$ cat config.mk
export PLATFORM = sky130hd
export DESIGN_NAME = comp_iter_n
export DESIGN_NICKNAME = d
export VERILOG_FILES = /design/src/rtl/comp_iter_n.sv
export SDC_FILE = /design/constraint.sdc
export NUM_CORES = 1
export LEC_CHECK = 0
export ABC_AREA = 1
export CORE_MARGIN = 1.5
export CORE_UTILIZATION = 45
export DETAILED_ROUTE_END_ITERATION = 10
export GPL_TIMING_DRIVEN = 0
export PLACE_DENSITY_LB_ADDON = 0.08
export SLEW_MARGIN = 30
export SYNTH_ARGS = -nofsm -noshare
export SYNTH_HDL_FRONTEND = slang
export SYNTH_SLANG_ARGS = --single-unit
$ cat constraint.sdc
create_clock -name clk -period 3.55 [get_ports clk]
set_clock_uncertainty 0.15 [all_clocks]
set_input_delay 0.355 -clock clk [delete_from_list [all_inputs] [get_ports clk]]
set_output_delay 0.355 -clock clk [all_outputs]
set_load 0.02 [all_outputs]
$ cat src/rtl/comp_iter_n.sv
// Iterative magnitude comparator: walks operand slices MSB-first, one CHUNK per clock,
// and stops at the first unequal slice. Signed mode maps operands to offset binary.
module comp_iter_n #(
  parameter int unsigned WIDTH = 16,
  parameter int unsigned CHUNK = 4,
  localparam int unsigned NCHUNK = WIDTH / CHUNK,
  localparam int unsigned CW = $clog2(NCHUNK + 1)
) (
  input  logic             clk,
  input  logic             rst,
  input  logic             start,
  input  logic             signed_mode,
  input  logic [WIDTH-1:0] a,
  input  logic [WIDTH-1:0] b,
  output logic             busy,
  output logic             done,
  output logic             gt,
  output logic             eq,
  output logic             lt,
  output logic [CW-1:0]    cycles
);

  localparam int unsigned IW = (NCHUNK > 1) ? $clog2(NCHUNK) : 1;

  typedef enum logic [1:0] {StIdle, StCmp, StDone} state_e;

  state_e           state_q, state_d;
  logic [WIDTH-1:0] ra_q, ra_d, rb_q, rb_d;
  logic [IW-1:0]    idx_q, idx_d;
  logic [CW-1:0]    cnt_q, cnt_d;
  logic [CW-1:0]    cycles_q, cycles_d;
  logic             gt_q, gt_d, eq_q, eq_d, lt_q, lt_d;

  logic [WIDTH-1:0] msb_flip;
  logic [CHUNK-1:0] slice_a, slice_b;

  // Flipping the sign bit turns a two's-complement compare into an unsigned one.
  assign msb_flip = signed_mode ? (WIDTH'(1) << (WIDTH - 1)) : '0;
  assign slice_a  = CHUNK'(ra_q >> (idx_q * CHUNK));
  assign slice_b  = CHUNK'(rb_q >> (idx_q * CHUNK));

  always_comb begin
    state_d  = state_q;
    ra_d     = ra_q;
    rb_d     = rb_q;
    idx_d    = idx_q;
    cnt_d    = cnt_q;
    cycles_d = cycles_q;
    gt_d     = gt_q;
    eq_d     = eq_q;
    lt_d     = lt_q;
    unique case (state_q)
      StIdle, StDone: begin
        if (start) begin
          ra_d    = a ^ msb_flip;
          rb_d    = b ^ msb_flip;
          idx_d   = IW'(NCHUNK - 1);
          cnt_d   = '0;
          state_d = StCmp;
        end else begin
          state_d = StIdle;
        end
      end
      StCmp: begin
        cnt_d = cnt_q + CW'(1);
        if (slice_a != slice_b) begin
          gt_d     = slice_a > slice_b;
          lt_d     = slice_a < slice_b;
          eq_d     = 1'b0;
          cycles_d = cnt_q + CW'(1);
          state_d  = StDone;
        end else if (idx_q == '0) begin
          gt_d     = 1'b0;
          lt_d     = 1'b0;
          eq_d     = 1'b1;
          cycles_d = cnt_q + CW'(1);
          state_d  = StDone;
        end else begin
          idx_d = idx_q - IW'(1);
        end
      end
      default: state_d = StIdle;
    endcase
  end

  always_ff @(posedge clk or posedge rst) begin
    if (rst) begin
      state_q  <= StIdle;
      ra_q     <= '0;
      rb_q     <= '0;
      idx_q    <= '0;
      cnt_q    <= '0;
      cycles_q <= '0;
      gt_q     <= 1'b0;
      eq_q     <= 1'b0;
      lt_q     <= 1'b0;
    end else begin
      state_q  <= state_d;
      ra_q     <= ra_d;
      rb_q     <= rb_d;
      idx_q    <= idx_d;
      cnt_q    <= cnt_d;
      cycles_q <= cycles_d;
      gt_q     <= gt_d;
      eq_q     <= eq_d;
      lt_q     <= lt_d;
    end
  end

  assign busy   = (state_q == StCmp);
  assign done   = (state_q == StDone);
  assign gt     = gt_q;
  assign eq     = eq_q;
  assign lt     = lt_q;
  assign cycles = cycles_q;

endmodule

After elaboration in Yosys (flattened, before gate mapping)
Cells that the tools add are included.

storage, ports and cells
  register bits = 45
  latch bits = 0
  bits in writable memories = 0
  ROM bits = 0
  bits of input ports = 36
  output and inout bits = 8
  memories kept = 0

operators by class
  add/sub/neg operators = 2
  $mul = 0
  divide/modulo/power cells = 0
  $lt $le $gt $ge = 2
  equal/unequal tests = 7
  shifts and indexed selects = 2
  multiplexer cells = 18
  bitwise gates (word level) = 2
  reductions and logical operators = 9

operators with widths
  operator               number
  $shr A16 B4 Y4         2
  $xor A16 B16 Y16       2
  $mux W16               1
  $mux W2                5
  $mux W3                3
  $pmux W2 S2            2
  $mux W1                6
  $ne A2 B2 Y1 const B   3
  $pmux W3 S2            1
  $reduce_and A2 Y1      3
  $gt A4 B4 Y1           1
  $logic_not A2 Y1       2
  $lt A4 B4 Y1           1
  $ne A4 B4 Y1           1
  $reduce_and A4 Y1      1
  $reduce_bool A2 Y1     2
  $add A3 B1 Y3 const B  1
  $ne A3 B1 Y1 const B   1
  $eq A2 B1 Y1 const B   1
  $eq A2 B2 Y1 const B   1
  $reduce_or A2 Y1       1
  $sub A2 B1 Y2 const B  1

Logic depth before layout (Yosys ltp)
  word-level depth = 4
  mapped depth = 14
  mapped depth without buffers = 13

Worst setup path before layout
OpenSTA, ideal clock, no wires.

  path kind = flip-flop to flip-flop
  start point = register idx_q[0]
  end point = register cycles_q[2], in the netlist cycles[2]
  data arrival time = 1.602 ns
  required time = 3.272 ns
  setup slack = 1.670 ns
  cell stages (with the launch flop) = 13
  buffers on the path = 2
  clock period less this slack = 1.880 ns
  cell sequence = dfrtp_1 -> buf_4 -> inv_2 -> buf_6 -> nor2_1 -> o22ai_1 -> ha_1 -> nand2_1 -> nor2_1 -> nand2_1 -> nand2_2 -> nand2_1 -> o21ai_0

on the way
  word-level cells in the longest chain between the ends = 4

RTL lines
  item                                      line    RTL
  start, declared                           29      logic [IW-1:0] idx_q, idx_d;
  start signal, assigned                    101     idx_q <= idx_d;
  $shr A16 B4 Y4, on equally long branches  39, 40
  $ne A4 B4 Y1                              66      if (slice_a != slice_b) begin
  $reduce_bool A2 Y1 (no source line)       -
  $reduce_and A2 Y1 (no source line)        -
  end signal, assigned                      103     cycles_q <= cycles_d;
  end, declared                             31      logic [CW-1:0] cycles_q, cycles_d;

Several ways; a longest one is shown, not always the timed one.
A chain may end at the register's enable or synchronous reset.

Final worst setup path
  start point = register idx_q[0]
  end point = register cycles_q[1], in the netlist cycles[1]

The elaborated chain is that of the path after synthesis.

==> metrics.txt <==
VDD IR-drop max 0.000515 V; Die Area 5360 um2; YS warnings 0; GR Overflow Total 0; Routed Antenna Nets 0; Post-Synthesis Cells 198; Critical Path Sink Type register; Rows 25; TNS Setup 0 ps; DR WL met2 2110 um; Mapped Area 2220 um2; Area Overhead vs Synth 27.7%; drt wl/cell 14.0 um; Fin. Hold Viols 0; GRT Total Usage 18.4%; Slew @ Worst Pin 416 ps; post-CTS sizing 0; Crit Reg-Reg Startpoint idx_q[0]$_DFFE_PP0P_; LEAKAGE 1.34 nW; post-DP HPWL 3080 um; final worst-path cycle share 60.5%; max_slew headroom 72.2%; sequential area share after synthesis 50.8%; HP Class input port to asynchronous set/reset pin; kind of critical path register to register; gp weighted congestion 0.732; max_cap viols 0; post-CTS setup buffer count 0; Reg clk slew, reported paths 80 ps; layout cells sized above 1 20.8%; TritonCTS Buffers 5; Critical Path Start idx_q[0]$_DFFE_PP0P_; Clock Sinks 45; Synth Area per Inst 11.2 um2; H-tree depth 2; RSZ-0062 raised after global routing false; Req. time, crit path 3570 ps; I/O pin total 44; metal3 WL 156 um; vias in the first global route 1534; CTS max path bufs 2; PortBufs 43; largest net degree at the start of global routing 28; worst path arrival time 2170 ps; Syn Nets 240; Power Density 784 nW/um2; status finished, final reports clean; Worst Setup Slack, final 1400 ps; Worst setup SP type register; Die W 73.2 um; clk_lat worst skew 290 ps; Max Fanout on Critical Path 10; CTS tree yes; DP Worst Slack 1410 ps; DR vias 1523; NumNets Final 291; highest routed layer met4; final wirelength 4420 um; DR vias/cell 4.80; drc violations 0; initial core utilization 46.9%; FILL cells 425; drt pass-1 iters 4; n_diodes 0; met1 WL 2110 um; Die H 73.2 um; first-pass GRT wire length 7450 um; Finish-stage setup viols 0; hold buffer count at CTS 0; Max Transition Viols Final 0; f_max 466 MHz; overall power 2.22 mW; Seq cells post-synth 45; initial drt markers 67; Netlist cell types 20; initial antenna violation count 0; root buffer cell clkbuf_8; min Tclk post-route 2150 ps; Core Region 4720 um2
==> synthesized netlist by cell type <==
library cell / instances / area [um2]
a21oi_1: 4 / 20.0
buf_2: 3 / 15.0
buf_4: 1 / 7.51
buf_6: 4 / 45.0
clkinv_2: 1 / 5.00
dfrtp_1: 45 / 1130
ha_1: 6 / 75.1
inv_1: 12 / 45.0
inv_2: 3 / 11.3
mux2_4: 29 / 435
nand2_1: 27 / 101
nand2_2: 2 / 12.5
nand2_4: 1 / 11.3
nand3_1: 4 / 20.0
nor2_1: 20 / 75.1
o21ai_0: 25 / 125
o21ai_2: 1 / 8.76
o22a_1: 3 / 26.3
o22ai_1: 4 / 25.0
xnor2_1: 3 / 26.3
==> metal layers <==
| layer | vias to the layer above | global-route usage, % |
|---|---|---|
| met3 | 7 | 4.42 |
| met1 | 734 | 25.5 |
| met5 | - | 0 |
| met2 | 25 | 28.6 |
| li1 | 757 | - |
| met4 | 0 | 5.66 |
==> where the power goes <==
part	leakage, nW	total, mW	internal, mW	switching (mW)
Combinational	0.769	1.09	0.539	0.547
Clock	0.0395	0.300	0.140	0.160
Sequential	0.535	0.833	0.716	0.117
Total	1.34	2.22	1.40	0.824
==> sequential cells by signal, summed over array words and instances (netlist names) <==
signal   cells
cycles       3
ra_q        16
eq           1
lt           1
gt           1
rb_q        16
cnt_q        3
state_q      2
idx_q        2
==> kinds of logic (layout without fill, tap and decap cells) <==
group	Yosys count	in the layout	synth area share (%)
multiplexers	29	29	19.6
AND/OR/NAND/NOR	54	54	9.93
buffers and inverters	24	76	5.81
flip-flops	45	45	50.8
AO/OA/AOI/OAI	37	37	9.26
XOR/XNOR	3	3	1.19
adder cells (fa/ha/maj)	6	6	3.39
==> worst paths after layout <==
check	end	slack [ps]	cells past startpoint
max	cycles[1]$_DFFE_PP0P_	1400	12
min in group clk	cycles[2]$_DFFE_PP0P_	340	2
min reg2reg	cycles[2]$_DFFE_PP0P_	340	2
min	rb_q[9]$_DFFE_PP0N_	220	2
max reg2reg	cycles[1]$_DFFE_PP0P_	1400	12
max in group asynchronous	cycles[1]$_DFFE_PP0P_	2550	3
==> worst max-delay path, cell delays in order (launching register included) <==
cell and delay, ps:
dfrtp_1 360, buf_4 160, inv_2 130, buf_6 160, nor2_1 50, o22ai_1 210, ha_1 260, nand2_1 120
nor2_1 80, nand2_1 90, nand2_2 110, nand2_1 70, o21ai_0 80
==> final cells by class <==
class / count / area (um2) / area share, %
plain buffers: 8 / 67.6 / 2.39
clock buffers: 8 / 80.1 / 2.83
inverters: 16 / 61.3 / 2.17
multi-input cells: 129 / 962 / 34.0
flip-flops and latches: 45 / 1130 / 39.8
well taps: 67 / 83.8 / 2.96
repair buffers: 44 / 450 / 15.9
==> layout by cell type (no fill, tap or decap) <==
cell             synthesis  layout
o21ai_0                 25      25
o22ai_1                  4       4
buf_4                    1       1
a21oi_1                  4       4
clkbuf_1                 0       3
o22a_1                   3       3
ha_1                     6       6
inv_1                   12      11
clkdlybuf4s50_1          0      43
nand2_4                  1       1
nor2_1                  20      20
buf_2                    3       3
buf_6                    4       4
buf_12                   0       1
nand2_1                 27      27
clkinv_2                 1       1
clkbuf_8                 0       5
nand2_2                  2       2
dfrtp_1                 45      45
inv_2                    3       4
xnor2_1                  3       3
nand3_1                  4       4
mux2_4                  29      29
o21ai_2                  1       1
==> per-stage QoR <==
step | utilization [%] | cells | instance area, um2 | hold slack, ps
finish | 59.9 | 317 | 2830 | 220
detailed placement | 58.3 | 309 | 2750 | 326
floorplan | - | 198 | 2220 | 304
global placement | 57.8 | 308 | 2730 | 322
global route | 59.9 | 317 | 2830 | 270
CTS | 59.9 | 317 | 2830 | 229
No activity file was read; power rests on OpenSTA's default activity.
